--- src/rtl/dmem_access_ctrl_pkg.sv ---
// Shared definitions for the data-memory access controller: access sizes, FSM encoding,
// and the sub-word lane merge / load extract helpers that are also used by the LSU.
package dmem_access_ctrl_pkg;

    localparam logic [1:0] SIZE_B = 2'b00;
    localparam logic [1:0] SIZE_H = 2'b01;
    localparam logic [1:0] SIZE_W = 2'b10;
    localparam logic [1:0] SIZE_X = 2'b11;

    typedef enum logic {
        ST_IDLE   = 1'b0,
        ST_RMW_WR = 1'b1
    } state_e;

    // Natural alignment check; SIZE_X is never legal.
    function automatic logic access_ok(input logic [1:0] size, input logic [1:0] lo);
        logic ok;
        case (size)
            SIZE_B:  ok = 1'b1;
            SIZE_H:  ok = ~lo[0];
            SIZE_W:  ok = (lo == 2'b00);
            default: ok = 1'b0;
        endcase
        return ok;
    endfunction

    function automatic logic [31:0] lane_merge(input logic [31:0] old_word,
                                               input logic [31:0] wdata,
                                               input logic [1:0]  size,
                                               input logic [1:0]  lo);
        logic [31:0] res;
        res = old_word;
        case (size)
            SIZE_B: begin
                case (lo)
                    2'b00:   res[7:0]   = wdata[7:0];
                    2'b01:   res[15:8]  = wdata[7:0];
                    2'b10:   res[23:16] = wdata[7:0];
                    default: res[31:24] = wdata[7:0];
                endcase
            end
            SIZE_H: begin
                if (lo[1]) begin
                    res[31:16] = wdata[15:0];
                end else begin
                    res[15:0] = wdata[15:0];
                end
            end
            SIZE_W:  res = wdata;
            default: res = old_word;
        endcase
        return res;
    endfunction

    function automatic logic [31:0] load_extract(input logic [31:0] word,
                                                 input logic [1:0]  size,
                                                 input logic [1:0]  lo,
                                                 input logic        sext);
        logic [7:0]  b;
        logic [15:0] h;
        logic [31:0] res;
        case (lo)
            2'b00:   b = word[7:0];
            2'b01:   b = word[15:8];
            2'b10:   b = word[23:16];
            default: b = word[31:24];
        endcase
        h = lo[1] ? word[31:16] : word[15:0];
        case (size)
            SIZE_B:  res = {{24{sext & b[7]}}, b};
            SIZE_H:  res = {{16{sext & h[15]}}, h};
            SIZE_W:  res = word;
            default: res = 32'h0000_0000;
        endcase
        return res;
    endfunction

endpackage

--- src/rtl/dmem_access_ctrl_if.sv ---
// Requester and memory-side signal bundle of the data-memory access controller.
interface dmem_access_ctrl_if #(
    parameter int NREQ = 2
);
    logic [NREQ-1:0]       req_valid;
    logic [NREQ-1:0]       req_ready;
    logic [NREQ-1:0]       req_we;
    logic [NREQ-1:0][1:0]  req_size;
    logic [NREQ-1:0]       req_signed;
    logic [NREQ-1:0][31:0] req_addr;
    logic [NREQ-1:0][31:0] req_wdata;
    logic [NREQ-1:0]       rsp_valid;
    logic                  rsp_err;
    logic [31:0]           rsp_rdata;
    logic                  mem_read;
    logic                  mem_write;
    logic [31:0]           mem_addr;
    logic [31:0]           mem_wdata;
    logic [31:0]           mem_rdata;

    modport slave (
        input  req_valid, req_we, req_size, req_signed, req_addr, req_wdata, mem_rdata,
        output req_ready, rsp_valid, rsp_err, rsp_rdata, mem_read, mem_write, mem_addr, mem_wdata
    );

    modport master (
        output req_valid, req_we, req_size, req_signed, req_addr, req_wdata, mem_rdata,
        input  req_ready, rsp_valid, rsp_err, rsp_rdata, mem_read, mem_write, mem_addr, mem_wdata
    );
endinterface

--- src/rtl/dmem_access_ctrl_rr_arbiter.sv ---
// Round-robin arbiter: grants the first requester above the last granted index, with wrap.
module dmem_access_ctrl_rr_arbiter #(
    parameter  int NREQ = 2,
    localparam int PW   = (NREQ > 1) ? $clog2(NREQ) : 1
) (
    input  logic            clk,
    input  logic            rst,
    input  logic [NREQ-1:0] req_i,
    input  logic            adv_i,
    output logic [NREQ-1:0] gnt_o,
    output logic [PW-1:0]   gidx_o,
    output logic            any_o
);

    logic [PW-1:0] ptr_q;
    logic [PW-1:0] ptr_d;
    logic [PW-1:0] idx_s;

    // Search upward from the pointer for the first pending request.
    always_comb begin
        gnt_o  = '0;
        gidx_o = '0;
        any_o  = 1'b0;
        idx_s  = '0;
        for (int k = 1; k <= NREQ; k++) begin
            idx_s = PW'((int'(ptr_q) + k) % NREQ);
            if (!any_o && req_i[idx_s]) begin
                any_o         = 1'b1;
                gnt_o[idx_s]  = 1'b1;
                gidx_o        = idx_s;
            end else begin
                any_o = any_o;
            end
        end
    end

    // Pointer follows the last accepted grant.
    always_comb begin
        if (adv_i && any_o) begin
            ptr_d = gidx_o;
        end else begin
            ptr_d = ptr_q;
        end
    end

    // Pointer register; reset value makes requester 0 the first winner.
    always_ff @(posedge clk or posedge rst) begin
        if (rst) begin
            ptr_q <= PW'(NREQ - 1);
        end else begin
            ptr_q <= ptr_d;
        end
    end

endmodule

--- src/rtl/dmem_access_ctrl.sv ---
// Arbitrates requesters onto a single-port word memory; sub-word loads are extracted and
// extended, sub-word stores are done as a two-cycle read-modify-write.
module dmem_access_ctrl
    import dmem_access_ctrl_pkg::*;
#(
    parameter int NREQ = 2
) (
    input  logic               clk,
    input  logic               rst,
    dmem_access_ctrl_if.slave  bus
);

    localparam int PW = (NREQ > 1) ? $clog2(NREQ) : 1;

    state_e          state_q, state_d;
    logic [NREQ-1:0] gnt_s;
    logic [PW-1:0]   gidx_s;
    logic            any_s;
    logic            accept_s;
    logic            ok_s;
    logic            sel_we_s;
    logic            sel_signed_s;
    logic [1:0]      sel_size_s;
    logic [31:0]     sel_addr_s;
    logic [31:0]     sel_wdata_s;
    logic [31:0]     word_addr_s;

    logic [31:0]     rmw_addr_q, rmw_addr_d;
    logic [31:0]     rmw_data_q, rmw_data_d;
    logic [NREQ-1:0] rmw_owner_q, rmw_owner_d;
    logic [NREQ-1:0] rsp_valid_q, rsp_valid_d;
    logic            rsp_err_q, rsp_err_d;
    logic [31:0]     rsp_rdata_q, rsp_rdata_d;

    logic            mem_read_s;
    logic            mem_write_s;
    logic [31:0]     mem_addr_s;
    logic [31:0]     mem_wdata_s;

    dmem_access_ctrl_rr_arbiter #(
        .NREQ (NREQ)
    ) u_arb (
        .clk    (clk),
        .rst    (rst),
        .req_i  (bus.req_valid),
        .adv_i  (accept_s),
        .gnt_o  (gnt_s),
        .gidx_o (gidx_s),
        .any_o  (any_s)
    );

    // Grants are only offered in IDLE and never while reset is held.
    assign accept_s     = any_s & (state_q == ST_IDLE) & ~rst;
    assign sel_we_s     = bus.req_we[gidx_s];
    assign sel_signed_s = bus.req_signed[gidx_s];
    assign sel_size_s   = bus.req_size[gidx_s];
    assign sel_addr_s   = bus.req_addr[gidx_s];
    assign sel_wdata_s  = bus.req_wdata[gidx_s];
    assign word_addr_s  = {sel_addr_s[31:2], 2'b00};
    assign ok_s         = access_ok(sel_size_s, sel_addr_s[1:0]);

    // Next state, memory drive and response capture.
    always_comb begin
        state_d     = state_q;
        rmw_addr_d  = rmw_addr_q;
        rmw_data_d  = rmw_data_q;
        rmw_owner_d = rmw_owner_q;
        rsp_valid_d = '0;
        rsp_err_d   = 1'b0;
        rsp_rdata_d = 32'h0000_0000;
        mem_read_s  = 1'b0;
        mem_write_s = 1'b0;
        mem_addr_s  = 32'h0000_0000;
        mem_wdata_s = 32'h0000_0000;
        case (state_q)
            ST_IDLE: begin
                if (accept_s) begin
                    rsp_valid_d = gnt_s;
                    if (!ok_s) begin
                        rsp_err_d = 1'b1;
                    end else if (!sel_we_s) begin
                        mem_read_s  = 1'b1;
                        mem_addr_s  = word_addr_s;
                        rsp_rdata_d = load_extract(bus.mem_rdata, sel_size_s,
                                                   sel_addr_s[1:0], sel_signed_s);
                    end else if (sel_size_s == SIZE_W) begin
                        mem_write_s = 1'b1;
                        mem_addr_s  = word_addr_s;
                        mem_wdata_s = sel_wdata_s;
                    end else begin
                        // Sub-word store: read now, write the merged word next cycle.
                        mem_read_s  = 1'b1;
                        mem_addr_s  = word_addr_s;
                        rsp_valid_d = '0;
                        rmw_addr_d  = word_addr_s;
                        rmw_data_d  = lane_merge(bus.mem_rdata, sel_wdata_s, sel_size_s,
                                                 sel_addr_s[1:0]);
                        rmw_owner_d = gnt_s;
                        state_d     = ST_RMW_WR;
                    end
                end else begin
                    state_d = ST_IDLE;
                end
            end
            ST_RMW_WR: begin
                mem_write_s = 1'b1;
                mem_addr_s  = rmw_addr_q;
                mem_wdata_s = rmw_data_q;
                rsp_valid_d = rmw_owner_q;
                state_d     = ST_IDLE;
            end
            default: begin
                state_d = ST_IDLE;
            end
        endcase
    end

    // State, RMW holding and response registers.
    always_ff @(posedge clk or posedge rst) begin
        if (rst) begin
            state_q     <= ST_IDLE;
            rmw_addr_q  <= 32'h0000_0000;
            rmw_data_q  <= 32'h0000_0000;
            rmw_owner_q <= '0;
            rsp_valid_q <= '0;
            rsp_err_q   <= 1'b0;
            rsp_rdata_q <= 32'h0000_0000;
        end else begin
            state_q     <= state_d;
            rmw_addr_q  <= rmw_addr_d;
            rmw_data_q  <= rmw_data_d;
            rmw_owner_q <= rmw_owner_d;
            rsp_valid_q <= rsp_valid_d;
            rsp_err_q   <= rsp_err_d;
            rsp_rdata_q <= rsp_rdata_d;
        end
    end

    assign bus.req_ready = accept_s ? gnt_s : '0;
    assign bus.rsp_valid = rsp_valid_q;
    assign bus.rsp_err   = rsp_err_q;
    assign bus.rsp_rdata = rsp_rdata_q;
    assign bus.mem_read  = mem_read_s;
    assign bus.mem_write = mem_write_s;
    assign bus.mem_addr  = mem_addr_s;
    assign bus.mem_wdata = mem_wdata_s;

endmodule

--- src/flat_wrapper.sv ---
// flat-port wrapper written by rule: the top's interface ports become plain ports
module dmem_access_ctrl_flat import dmem_access_ctrl_pkg::*;
#(
    parameter int NREQ = 2
)
  (clk, rst, bus_req_valid, bus_req_we, bus_req_size, bus_req_signed, bus_req_addr, bus_req_wdata, bus_mem_rdata, bus_req_ready, bus_rsp_valid, bus_rsp_err, bus_rsp_rdata, bus_mem_read, bus_mem_write, bus_mem_addr, bus_mem_wdata);
  dmem_access_ctrl_if #(.NREQ(NREQ)) bus_i ();
  input  logic clk;
  input  logic rst;
  input wire logic [$bits(bus_i.req_valid)-1:0] bus_req_valid;
  input wire logic [$bits(bus_i.req_we)-1:0] bus_req_we;
  input wire logic [$bits(bus_i.req_size)-1:0] bus_req_size;
  input wire logic [$bits(bus_i.req_signed)-1:0] bus_req_signed;
  input wire logic [$bits(bus_i.req_addr)-1:0] bus_req_addr;
  input wire logic [$bits(bus_i.req_wdata)-1:0] bus_req_wdata;
  input wire logic [$bits(bus_i.mem_rdata)-1:0] bus_mem_rdata;
  output wire logic [$bits(bus_i.req_ready)-1:0] bus_req_ready;
  output wire logic [$bits(bus_i.rsp_valid)-1:0] bus_rsp_valid;
  output wire logic [$bits(bus_i.rsp_err)-1:0] bus_rsp_err;
  output wire logic [$bits(bus_i.rsp_rdata)-1:0] bus_rsp_rdata;
  output wire logic [$bits(bus_i.mem_read)-1:0] bus_mem_read;
  output wire logic [$bits(bus_i.mem_write)-1:0] bus_mem_write;
  output wire logic [$bits(bus_i.mem_addr)-1:0] bus_mem_addr;
  output wire logic [$bits(bus_i.mem_wdata)-1:0] bus_mem_wdata;
  assign bus_i.req_valid = bus_req_valid;
  assign bus_i.req_we = bus_req_we;
  assign bus_i.req_size = bus_req_size;
  assign bus_i.req_signed = bus_req_signed;
  assign bus_i.req_addr = bus_req_addr;
  assign bus_i.req_wdata = bus_req_wdata;
  assign bus_i.mem_rdata = bus_mem_rdata;
  assign bus_req_ready = bus_i.req_ready;
  assign bus_rsp_valid = bus_i.rsp_valid;
  assign bus_rsp_err = bus_i.rsp_err;
  assign bus_rsp_rdata = bus_i.rsp_rdata;
  assign bus_mem_read = bus_i.mem_read;
  assign bus_mem_write = bus_i.mem_write;
  assign bus_mem_addr = bus_i.mem_addr;
  assign bus_mem_wdata = bus_i.mem_wdata;
  dmem_access_ctrl #(.NREQ(NREQ)) u_core (.clk(clk), .rst(rst), .bus(bus_i));
endmodule
--- config.mk ---
export PLATFORM = sky130hd
export DESIGN_NAME = dmem_access_ctrl_flat
export DESIGN_NICKNAME = d
export VERILOG_FILES = /design/src/rtl/dmem_access_ctrl_pkg.sv /design/src/rtl/dmem_access_ctrl_if.sv /design/src/rtl/dmem_access_ctrl_rr_arbiter.sv /design/src/rtl/dmem_access_ctrl.sv /design/src/flat_wrapper.sv
export SDC_FILE = /design/constraint.sdc
export NUM_CORES = 1
export LEC_CHECK = 0
export ABC_AREA = 0
export CAP_MARGIN = 20
export CORE_MARGIN = 8
export CORE_UTILIZATION = 47
export DETAILED_ROUTE_END_ITERATION = 8
export GPL_ROUTABILITY_DRIVEN = 0
export PLACE_DENSITY = 0.85
export SETUP_SLACK_MARGIN = 0.3
export SLEW_MARGIN = 0
export SYNTH_ARGS = -nofsm -noshare
export SYNTH_HDL_FRONTEND = slang
export SYNTH_SLANG_ARGS = --single-unit
--- constraint.sdc ---
create_clock -name clk -period 5.3 [get_ports clk]
set_input_delay 0.795 -clock clk [delete_from_list [all_inputs] [get_ports clk]]
set_output_delay 0.795 -clock clk [all_outputs]
set_load 0.005 [all_outputs]
==> run summary, run 1 <==
Status - complete, no violations
Maximum vdd drop - 0.000196 V
Fin crit share - 0.814
Multi-input logic area - 0.00377 sq mm
Finish-stage setup viols - 0
Static Leak - 4.03 nW
Post-route minimum period - 4310 ps
Postcts setup bufs - 0
Number of port buffers - 272
Final clock skew - 6.17 ps
Setup_tns - 0 ps
CP max-delay cell - clkdlybuf4s50_1
Global-route met3 utilization - 0.104
Synth cell types - 57
Met2 Track Usage GR - 0.459
Largest net degree at the start of global routing - 95
Num CTS Buffers - 9
Crit-path max FO - 33
Worst skew pair latency - 360 ps
Pwr Density - 251 mW/mm^2
Global route total overflow - 0
Worst Setup Path Type - in2out
Avg Cell Area, Syn - 8.47 sq um
Layout area overhead - 45.9%
CP Buf/Inv Count - 4
# DRC - 0
Synth area leaders - dfrtp_1, mux2i_1, nand2_1
DP Cell Count - 1,189
H-tree levels - 3
DR vias - 6,998
Share of cells above drive strength 1 - 0.0605
Main synth FF type - dfrtp_1
Routed vias/inst - 5.81
Post-synth top area cell - dfrtp_1
Nets - 1,192
Final Max Tran Viols - 0
Wire length per cell - 21.7 um
FF/Latch Area - 0.00253 sq mm
Routing usage on met1 - 0.336
Final Non-Filler Cells - 1,205
Initial Util - 0.481
First-pass detailed-route iteration total - 5
Initial antenna violation count - 1
Hpwl dp - 20,200 um
Worst Path Arrival - 3520 ps
Yosys Warn Count - 0
Cts repair resizes - 0
Core area - 0.0139 sq mm
Share of the synthesized area in the top cell type - 0.375
Clk sink count - 101
Sequential element share of the synthesized area - 0.379
Cells after synthesis - 788
Max clock buf depth - 2
First-pass GRT wire length - 40,200 um
Vias in the first global route - 7,013
Gr busiest metal - met2
Number of diodes - 0
#FFs+latches synth - 101
WHS Path Cells - 2
Clock-pin slew on the worst setup and hold paths - 70 ps
Commonest non-fill, non-tap cell in the layout - clkdlybuf4s50_1
I/O pin count - 275
R2R cell count - 6
Initial drt markers - 678
CP Capture Type - output port
Commonest cells after routing, fill and taps aside - clkdlybuf4s50_1, nand2_1, dfrtp_1
Area of the die - 0.0183 sq mm
Max-slew headroom - 0.356
Slew @ Worst Pin - 966 ps
Die Ht - 135 um
Worst Path Required - 4510 ps
WP depth - 9
EDFF count, synth - 0
Cells along the critical path - clkdlybuf4s50_1 > a21boi_4 > buf_4 > nand3_1 > o31ai_1 > nand4_1 > buf_4 > o21ai_0 > clkdlybuf4s50_1
Top delay family on crit path - buffers and inverters
Hold Crit Class - reg2reg
Cell row count - 43
MaxCap Viol Count - 0
Post-DRT Antenna Nets - 0
Crit start category - primary input
Tot GR Track Use - 0.282
FMAX - 232 MHz
CTS tree - built
CP peak stage delay - 550 ps
Mapped Area - 0.00667 sq mm
Async set-reset flop share out of synthesis - 1.00
Total wire length - 26,100 um
Horiz. Die Dim - 135 um
Fill count - 1,147
Hold-fix buffer count after cts - 0
Root buffer cell - clkbuf_16
Count of final hold-check violations - 0
RSZ-0062 raised after global routing - no
[kinds of logic (layout without fill, tap and decap cells)]
kind of cell           Yosys count  after routing  share of synthesized area
AOI/OAI and AO/OA              259            259                      0.259
buffers and inverters           84            320                     0.0610
DFF                            101            101                      0.379
muxes                           90             90                      0.140
other                            1              2                   0.000562
and+or+nand+nor                253            253                      0.160
[report_power, final]
| group | switching [W] | internal, W |
|---|---|---|
| registers | 0.0000849 | 0.000930 |
| clock network | 0.000298 | 0.000382 |
| logic | 0.000380 | 0.000366 |
[worst min-delay path: cells and delay by family, from the launching register on]
kind,cells,cell delay [ps]
and+or+nand+nor,1,50
DFF,1,340
AOI/OAI and AO/OA,1,60
[sequential cells by signal (all words and copies together) (netlist names)]
register / flops
u_core.rmw_addr_q: 30
u_core.rmw_data_q: 32
u_core.u_arb.ptr_q: 1
u_core.bus.rsp_valid: 2
u_core.bus.rsp_err: 1
u_core.bus.rsp_rdata: 32
u_core.state_q: 1
u_core.rmw_owner_q: 2
[worst paths after layout]
check	from	end	slack, ps
min in group asynchronous	rst	u_core.bus.rsp_err	1050
worst max-delay path	bus_req_valid[1]	bus_mem_wdata[8]	990
worst max register to register	u_core.u_arb.ptr_q	u_core.bus.rsp_rdata[6]	2430
worst min-delay path	u_core.rmw_data_q[18]	u_core.rmw_data_q[18]	490
max in group asynchronous	rst	u_core.rmw_addr_q[11]	3310
worst min register to register	u_core.rmw_data_q[18]	u_core.rmw_data_q[18]	490
[per-layer routing]
metal  up-vias  share of wire
met4         2          0.026
met5         -        0.00050
li1       3278              -
met3        48           0.12
met2       377           0.46
met1      3293           0.39
[per-stage QoR]
| stage | worst slack [ps] | instance area (sq um) | util | hold slack, ps | total power (W) |
|---|---|---|---|---|---|
| after floorplan | 1860 | 6680 | - | 450 | 0.00142 |
| after global placement | 1120 | 9440 | 0.680 | 466 | 0.00174 |
| after detailed placement | 995 | 9440 | 0.680 | 477 | 0.00177 |
| after CTS | 996 | 9740 | 0.701 | 492 | 0.00245 |
| after global routing | 795 | 9740 | 0.701 | 510 | 0.00258 |
| final | 985 | 9740 | 0.701 | 488 | 0.00244 |
[cells in the mapped netlist (2+ instances only)]
master       n
a21oi_1     42
o21ai_2      2
buf_4        5
o21ai_0     38
dfrtp_1    100
mux2_2       7
nand2_1    158
o21a_1       3
buf_2       22
o211ai_1    11
mux2i_4      2
clkbuf_1    29
a22oi_1      5
buf_1        2
and3_1       4
a22oi_2     10
o21ai_1     76
nand2b_1     8
a31oi_1     11
o22ai_1      2
nand3b_1     3
a221oi_1    17
o2111ai_1    2
nand4_1      2
buf_8        2
inv_1       20
buf_6        3
mux2i_1     81
a21o_1       9
nand3_1      3
o221ai_1     7
nor3_1      19
a2111oi_2    2
a22o_1       7
o32a_1       5
nor2_1      45
nor2b_1      4
[area by class of cell]
type                    count  area share
inverters                  21     0.00835
clock inverters             4     0.00565
well taps                 180      0.0231
repair buffers            283       0.291
flip-flops and latches    101       0.260
multi-input cells         604       0.387
clock buffers              12      0.0253
No activity file was read; power rests on OpenSTA's default activity.
==> run 2, diff against run 1 <==
- CORE_UTILIZATION: 47 -> 40
- PLACE_DENSITY: 0.85 -> 0.76
- clock period: 5.3 -> 3.6 ns (I/O delays scaled with it)
==> run 2 against run 1 <==
Against the previous run:
- clock power is 47% higher
- flip-flop and latch count stayed put
- critical path depth fell by 2
- utilization fell by 9.3 points
- via count rose by 0.50%
- non-clock buffer count up 21
- worst setup slack worse by 760 ps
- global-route usage shrank 3.6 points
- sequential power rose by 48%
- count of clock-buffer cells in the layout is 2 lower
- clock skew is essentially flat
- critical endpoint unchanged
- largest power group unchanged
- highest routed layer is now met4
==> run summary, run 2 (synthesis results as in run 1) <==
Num CTS Buffers - 9 (unchanged)
Final clock skew - 6.39 ps (+0.224 ps)
CTS tree - built
Global route total overflow - 0 (unchanged)
Total wire length - 26,700 um (+2.2%)
CP Capture Type - output port
R2R Path Start - u_core.u_arb.ptr_q
Clk sink count - 101 (unchanged)
Max-slew headroom - 0.371 (+0.0155)
Worst Setup Path Type - in2out
Status - complete, no violations
FF/Latch Area - 0.00253 sq mm (unchanged)
Nets - 1,213 (+1.8%)
Die Ht - 145 um (+7.4%)
Final Max Tran Viols - 0 (unchanged)
Final instance area - 0.0100 sq mm (+2.9%)
WP depth - 7 (-2)
PnR Total Power - 0.00363 W (+49%)
Horiz. Die Dim - 145 um (+7.4%)
Commonest cells after routing, fill and taps aside - clkdlybuf4s50_1, nand2_1, dfrtp_1
R2R cell count - 9 (+3)
Count of final hold-check violations - 0 (unchanged)
Pwr Density - 362 mW/mm^2 (+44%)
Crit start category - primary input
Worst Hold Launch - u_core.rmw_addr_q[19]
Hold Crit Class - reg2reg
Top delay family on crit path - buffers and inverters
Vias in the first global route - 7,129 (+1.7%)
First-pass GRT wire length - 41,600 um (+3.4%)
Static Leak - 4.29 nW (+6.3%)
I/O pin count - 275 (unchanged)
RSZ-0062 raised after global routing - yes
Worst skew pair latency - 350 ps (about the same)
Tot GR Track Use - 0.246 (-0.0358)
MaxCap Viol Count - 0 (unchanged)
# DRC - 0 (unchanged)
Crit-path max FO - 33 (unchanged)
Hpwl dp - 20,600 um (+2.3%)
CP max-delay cell - clkdlybuf4s50_1
Crit path from - bus_req_valid[1]
Cells along the critical path - clkdlybuf4s50_1 > a21boi_4 > mux2i_4 > nand4_1 > buf_12 > o21ai_0 > clkdlybuf4s50_1
H-tree levels - 3 (unchanged)
CP peak stage delay - 540 ps (about the same)
Share of cells above drive strength 1 - 0.0814 (+0.0209)
Setup_tns - 0 ps (unchanged)
Final Util - 0.609 (-0.0929)
Initial Util - 0.405 (-0.0755)
Finish-stage setup viols - 0 (unchanged)
Multi-input logic area - 0.00378 sq mm (+0.20%)
WHS Path Cells - 2 (unchanged)
Worst Path Required - 3060 ps (-1450 ps)
Maximum vdd drop - 0.000286 V (+46%)
Flop2flop setup slack - 1050 ps (-1380 ps)
Largest net degree at the start of global routing - 68 (-28%)
DR vias - 7,033 (+0.50%)
Routed vias/inst - 5.56 (-4.3%)
Post-route minimum period - 3380 ps
Fin crit share - 0.938
Post-DP Area - 0.00966 sq mm (+2.4%)
Worst Path Arrival - 2840 ps (-680 ps)
Number of port buffers - 272 (unchanged)
Most used cell along the critical path - clkdlybuf4s50_1
Cell row count - 47 (+9.3%)
CP Buf/Inv Count - 3 (-1)
Slew @ Worst Pin - 940 ps (-26.5 ps)
Fill count - 1,460 (+27%)
Commonest non-fill, non-tap cell in the layout - clkdlybuf4s50_1
Initial antenna violation count - 1 (unchanged)
FMAX - 296 MHz
Max clock buf depth - 2 (unchanged)
Wire length per cell - 21.1 um (-2.6%)
Post-DRT Antenna Nets - 0 (unchanged)
Core area - 0.0165 sq mm (+19%)
Area of the die - 0.0211 sq mm (+15%)
First-pass detailed-route iteration total - 5 (unchanged)
Clock-pin slew on the worst setup and hold paths - 70 ps (about the same)
Initial drt markers - 555 (-18%)
Layout area overhead - 50.2%
Root buffer cell - clkbuf_16
## run 2: changes by cell type in the layout (fill, tap and decap cells not counted), sizes merged
cell and delta:
clkinvlp -1, clkbuf -2, diode +1, clkdlybuf4s50 -9, dlygate4sd2 +2, inv +1
dlymetal6s2s +7, buf +21
## run 2: final cells by class
cell class / instances / share of cell area
diodes: 1 / 0.000250
clock buffers: 10 / 0.0238
clock inverters: 4 / 0.00562
inverters: 21 / 0.00812
multi-input cells: 604 / 0.377
flip-flops and latches: 101 / 0.252
well taps: 220 / 0.0275
repair buffers: 304 / 0.305
## run 2: stage by stage
| step | setup slack, ps | hold WS (ps) | cells |
|---|---|---|---|
| final | 223 | 489 | 1265 |
| after global routing | 157 | 506 | 1265 |
| after CTS | 221 | 491 | 1264 |
| after detailed placement | 97.4 | 475 | 1246 |
| after global placement | 194 | 464 | 1246 |
| after floorplan | 415 | 450 | 789 |
## run 2: where the power goes
group          switching, W  internal, W  total [W]
clock network      0.000441     0.000557   0.000998
logic              0.000572     0.000566    0.00114
registers          0.000126      0.00137    0.00149
## run 2: final timing paths
kind	to
setup / recovery	bus_mem_wdata[8]
hold / removal	u_core.rmw_addr_q[19]
setup reg to reg	u_core.rmw_addr_q[31]
hold reg to reg	u_core.rmw_addr_q[19]
max in group asynchronous	u_core.bus.rsp_rdata[11]
min in group asynchronous	u_core.bus.rsp_valid[1]
## run 2: timing repair
item	in CTS	in global routing
gates resized for setup	5	18
hold buffers	0	0
pin swaps	0	1
endpoints found under the setup margin	33	48
setup buffers	4	0
## run 2: worst min-delay path: stages (launching register included)
cell and delay [ps]:
dfrtp_1 340, nand2_1 50, o21ai_1 60
## run 2: routing by layer
metal / share of wire / global-route usage
met5: 0 / 0
met1: 0.44 / 0.318
met4: 0.030 / 0.0906
met3: 0.099 / 0.0874
met2: 0.43 / 0.372
==> run 3, diff against run 2 <==
- CORE_MARGIN: 8 -> default
- SKIP_CTS_REPAIR_TIMING: default -> 1
==> run 3 against run 2 <==
Against the previous run:
- combinational power hardly changed
- clock power barely moved
- sequential power about the same
- total power increased by 0.27%
- non-clock buffer count rose by 5
- register-to-register slack worse by 100 ps
- count of clock-buffer cells in the layout is 1 higher
- via count barely moved
- clock skew shrank 1.8 ps
- utilization is 2.0 points higher
- critical path type unchanged
- critical endpoint is now bus_mem_wdata[6]
- largest power group unchanged
==> run summary, run 3 (synthesis results as in run 1) <==
Final instance area - 0.0101 sq mm (+0.76%)
Vias in the first global route - 6,951 (-2.5%)
WHS Path Cells - 2 (unchanged)
Core area - 0.0161 sq mm (-2.5%)
Layout area overhead - 51.4%
WP depth - 9 (+2)
CP Buf/Inv Count - 4 (+1)
Slew @ Worst Pin - 868 ps (-71.7 ps)
FMAX - 306 MHz (+3.4%)
Static Leak - 4.26 nW (-0.76%)
Number of port buffers - 272 (unchanged)
Crit-path max FO - 13 (-61%)
Post-route minimum period - 3270 ps (-111 ps)
Global route total overflow - 0 (unchanged)
Root buffer cell - clkbuf_16
Num CTS Buffers - 9 (unchanged)
Multi-input logic area - 0.00382 sq mm (+1.1%)
Most used cell along the critical path - clkdlybuf4s50_1
Count of final hold-check violations - 0 (unchanged)
Cell row count - 46 (-2.1%)
DR vias - 7,038 (+0.071%)
Flop pwr share - 0.409 (-0.003)
Pwr Density - 360 mW/mm^2 (-0.48%)
# DRC - 0 (unchanged)
Total wire length - 25,300 um (-5.3%)
Setup_tns - 0 ps (unchanged)
Max-slew headroom - 0.419 (+0.0480)
Nets - 1,218 (+0.41%)
MaxCap Viol Count - 0 (unchanged)
Hold Crit Class - reg2reg
H-tree levels - 3 (unchanged)
Global-route met3 utilization - 0.0756 (-0.0118)
Worst Path Required - 3060 ps (about the same)
Met2 Track Usage GR - 0.472 (+0.0995)
Die Ht - 131 um (-9.6%)
Clk sink count - 101 (unchanged)
Hpwl dp - 19,000 um (-7.9%)
Switching portion of total power - 0.313 (-0.000397)
Post-DP Area - 0.00969 sq mm (+0.26%)
Cells along the critical path - clkdlybuf4s50_1 > and2b_2 > nand3_2 > o31ai_4 > nand4_1 > buf_4 > buf_6 > o21ai_1 > clkdlybuf4s50_1
Largest net degree at the start of global routing - 102 (+50%)
Fin crit share - 0.907 (-0.0308)
First-pass GRT wire length - 39,400 um (-5.2%)
Initial drt markers - 611 (+10%)
Net Switching - 0.00114 W (+0.15%)
Area of the die - 0.0172 sq mm (-18%)
CP Capture Type - output port
Routed vias/inst - 5.55 (about the same)
Final Max Tran Viols - 0 (unchanged)
Fill count - 1,371 (-6.1%)
Commonest non-fill, non-tap cell in the layout - clkdlybuf4s50_1
Post-DRT Antenna Nets - 0 (unchanged)
CTS tree - built
Finish-stage setup viols - 0 (unchanged)
Horiz. Die Dim - 131 um (-9.6%)
CP peak stage delay - 600 ps (+60 ps)
RSZ-0062 raised after global routing - no
Initial Util - 0.415 (+0.0103)
Tot GR Track Use - 0.292 (+0.0462)
Top delay family on crit path - buffers and inverters
Number of diodes - 0 (-1)
Routing usage on met1 - 0.371 (+0.0531)
Initial antenna violation count - 0 (-1)
Wire length per cell - 20.0 um (-5.4%)
FF/Latch Area - 0.00253 sq mm (unchanged)
Status - complete, no violations
R2R cell count - 7 (-2)
Worst Setup Path Type - in2out
Final Util - 0.629 (+0.0202)
Worst skew pair latency - 350 ps (about the same)
Share of cells above drive strength 1 - 0.0923 (+0.0109)
CP max-delay cell - clkdlybuf4s50_1
Commonest cells after routing, fill and taps aside - clkdlybuf4s50_1, nand2_1, dfrtp_1
Clock-pin slew on the worst setup and hold paths - 70 ps (about the same)
Comb pwr share - 0.313 (about the same)
Maximum vdd drop - 0.000234 V (-18%)
Gr busiest metal - met2
Internal power - 0.00250 W (+0.33%)
PnR Total Power - 0.00364 W (+0.27%)
Crit start category - primary input
Final clock skew - 4.60 ps (-1.79 ps)
First-pass detailed-route iteration total - 6 (+1)
Max clock buf depth - 2 (unchanged)
Clk pwr share - 0.278 (+0.003)
Worst Path Arrival - 2730 ps (-110 ps)
I/O pin count - 275 (unchanged)
run 3: cell types whose count changed in the layout (fill, tap and decap cells not counted), moves of 3 or more:
cell | previous run | this run
o21ai_1 | 85 | 73
o21ai_0 | 28 | 37
buf_4 | 25 | 29
clkdlybuf4s50_1 | 263 | 267
o21ai_2 | 2 | 5
run 3: power by group through the flow:
stage | Sequential [W] | Combinational (W) | Clock (W)
after global placement | 0.00150 | 0.00110 | 0
after detailed placement | 0.00151 | 0.00112 | 0
final | 0.00149 | 0.00114 | 0.00101
after CTS | 0.00149 | 0.00113 | 0.00103
after global routing | 0.00152 | 0.00125 | 0.00108
after floorplan | 0.00148 | 0.000611 | 0
run 3: layout make-up:
| type | instances | area share |
|---|---|---|
| Clock inverter | 5 | 0.00595 |
| Inverter | 21 | 0.00805 |
| Clock buffer | 11 | 0.0240 |
| Timing Repair Buffer | 309 | 0.307 |
| Sequential cell | 101 | 0.251 |
| Multi-Input combinational cell | 604 | 0.378 |
| Tap cell | 216 | 0.0268 |
run 3: worst paths after layout:
kind	start	end	slack (ps)
min in group asynchronous	rst	u_core.bus.rsp_valid[0]	750
worst min register to register	u_core.rmw_addr_q[16]	u_core.rmw_addr_q[16]	490
worst max register to register	u_core.u_arb.ptr_q	u_core.rmw_data_q[27]	950
worst max-delay path	bus_req_size[2]	bus_mem_wdata[6]	330
max in group asynchronous	rst	u_core.rmw_data_q[1]	2440
worst min-delay path	u_core.rmw_addr_q[16]	u_core.rmw_addr_q[16]	490
run 3: stage by stage:
stage	cells	hold WS, ps	setup WS (ps)
2_1_floorplan	789	450	415
3_3_place_gp	1246	464	153
3_5_place_dp	1246	476	72.6
4_1_cts	1262	492	79.4
5_1_grt	1267	514	294
6_report	1267	487	334
run 3: metal layers:
metal | share of wire | routed length (um)
met1 | 0.41 | 10400
met2 | 0.46 | 11700
met3 | 0.093 | 2340
met4 | 0.034 | 864
met5 | 0 | 0
run 3: worst reg2reg max path, delay by kind of cell, from the launching register on:
kind            cells  cell delay (ps)
simple gates        2              230
compound gates      2              660
mux                 1              340
buf+inv             2              700
flops               1              590
==> RTL edit: new RTL, config.mk and constraints of run 2 <==
`NREQ` is set to 2 in 4 places; all go to 1.
--- a/src/rtl/dmem_access_ctrl_if.sv
+++ b/src/rtl/dmem_access_ctrl_if.sv
@@ -2,3 +2,3 @@
 interface dmem_access_ctrl_if #(
-    parameter int NREQ = 2
+    parameter int NREQ = 1
 );
--- a/src/rtl/dmem_access_ctrl_rr_arbiter.sv
+++ b/src/rtl/dmem_access_ctrl_rr_arbiter.sv
@@ -2,3 +2,3 @@
 module dmem_access_ctrl_rr_arbiter #(
-    parameter  int NREQ = 2,
+    parameter  int NREQ = 1,
     localparam int PW   = (NREQ > 1) ? $clog2(NREQ) : 1
--- a/src/rtl/dmem_access_ctrl.sv
+++ b/src/rtl/dmem_access_ctrl.sv
@@ -5,3 +5,3 @@
 #(
-    parameter int NREQ = 2
+    parameter int NREQ = 1
 ) (
--- a/src/flat_wrapper.sv
+++ b/src/flat_wrapper.sv
@@ -3,3 +3,3 @@
 #(
-    parameter int NREQ = 2
+    parameter int NREQ = 1
 )
Ports: changed (8 resized); port bits go from 275 to 204. The function was not compared with the original's and may differ.
==> RTL edit against run 2 <==
  * Cell count fell by 29%
  * Power fell by 19%
  * Count of clock-buffer cells in the layout rose by 3
  * Synthesized area fell by 21%
  * Non-clock buffer count fell by 87
  * Critical endpoint is now bus_mem_wdata[5]
  * Worst setup slack improved by 110 ps
  * Cell area fell by 23%
  * Sequential cell count fell by 3
  * Largest cell class unchanged
  * Wire length fell by 27%
  * Critical path depth did not move
  * Global-route usage fell by 2.6 points
  * Die area fell by 18%
  * Highest routed layer unchanged
==> RTL edit: results (changes against run 2) <==
Parameter                              Value

Placement
  Cell total after placement ... 883 (was 1,246)
  I/O Buffers ... 201 (was 272)
  Half-perimeter wire length after detailed placement ... 14.3 mm (was 20.6 mm)
  Placement-stage worst setup slack ... 267 ps (was 97.4 ps)
  Post-detailed-placement cell area ... 7410 um^2 (was 9660 um^2)

Finish
  Post-synthesis to final-layout area growth ... 46.2% (was 50.2%)
  Fraction of final layout cells with drive strength greater than 1 ... 8.83% (was 8.14%)
  Final-stage net count ... 824 (was 1,213)

Power
  Worst VDD drop ... 0.275 mV (was 0.286 mV)
  Leakage dissipation ... 3.35 nW (was 4.29 nW)

Route
  Routed wl met2 ... 9.40 mm (was 11.5 mm)
  Total wire length ... 19.5 mm (was 26.7 mm)
  Met1 routed wirelength after detailed routing ... 7.61 mm (was 11.7 mm)
  WL/cell ... 21.7 um (was 21.1 um)
  Pre-Repair DR Iteration Count ... 7 (was 5)

Synth
  Synth top area cells ... dfrtp_1 (46%), a22o_1 (10%), nand2_1 (9.6%) (was dfrtp_1 (38%), mux2i_1 (12%), nand2_1 (8.9%))
  Compound-gate portion of the synthesized area ... 24.5% (was 25.9%)
  Post-synthesis sequential area ratio ... 46.2% (was 37.9%)
  Synthesized instance count ... 543 (was 788)
  Share of cell area taken by muxes after synthesis ... 9.13% (was 14.0%)
  Most instantiated cells after synthesis ... nand2_1 (135), dfrtp_1 (98), a22o_1 (62) (was nand2_1 (158), dfrtp_1 (100), mux2i_1 (81))

Global route
  Initial antenna violation count ... 0 (was 1)
  Global-route wire length before repair ... 30.4 mm (was 41.6 mm)
  Number of global-route vias before repair ... 5,344 (was 7,129)
  Met2 Track Usage GR ... 36.4% (was 37.2%)
  Overall global routing resource usage ... 22.0% (was 24.6%)
  Largest net degree at the start of global routing ... 79 (was 68)
  GR Layer Usage met3 ... 6.06% (was 8.74%)

Timing
  Normalized max-slew margin ... 44.7% (was 37.1%)
  Setup Skew ... 3.43 ps (was 6.39 ps)

Status
  Status ... complete, no violations (unchanged)
## RTL edit: kinds of logic after synthesis
| logic type | after synthesis |
|---|---|
| AO/OA/AOI/OAI | 173 |
| other | 1 |
| AND/OR/NAND/NOR | 177 |
| flip-flops | 98 |
| buffers and inverters | 56 |
| multiplexers | 38 |
## RTL edit: path summary, 6_finish.rpt
path                       slack [ps]                  start  depth (start not counted)               endpoint
min                               480  u_core.rmw_addr_q[16]                          2  u_core.rmw_addr_q[16]
min in group asynchronous         740                    rst                          2     u_core.bus.rsp_err
max in group asynchronous        2180                    rst                          3   u_core.rmw_data_q[1]
max                               340                    rst                          7       bus_mem_wdata[5]
max reg2reg                      1440         u_core.state_q                          6  u_core.rmw_data_q[10]
min reg2reg                       480  u_core.rmw_addr_q[16]                          2  u_core.rmw_addr_q[16]
## RTL edit: layout make-up
cell class	instances	share of cell area, %
inverter	5	0.291
clock inverter	2	0.452
clock buffer	13	3.49
multi-input combinational	390	33.1
tap	176	2.84
timing repair buffer	217	28.2
sequential	98	31.7
## RTL edit: worst min-delay path: stages, from the launching register on
cell	delay, ps
dfrtp_1	340
nand2_1	50
nand2_1	60
## RTL edit: timing repair
item / CTS / global route
setup endpoints to repair: 5 / 32
gates cloned: 0 / 1
pin swaps: 0 / 2
gates resized for setup: 1 / 0
buffers inserted: 0 / 2
## RTL edit: where the power goes
group | total (mW) | internal [mW] | leakage, nW | switching [mW]
clock | 0.998 | 0.591 | 0.152 | 0.407
combinational | 0.595 | 0.305 | 1.93 | 0.290
sequential | 1.36 | 1.26 | 1.27 | 0.0996
total | 2.95 | 2.16 | 3.35 | 0.797
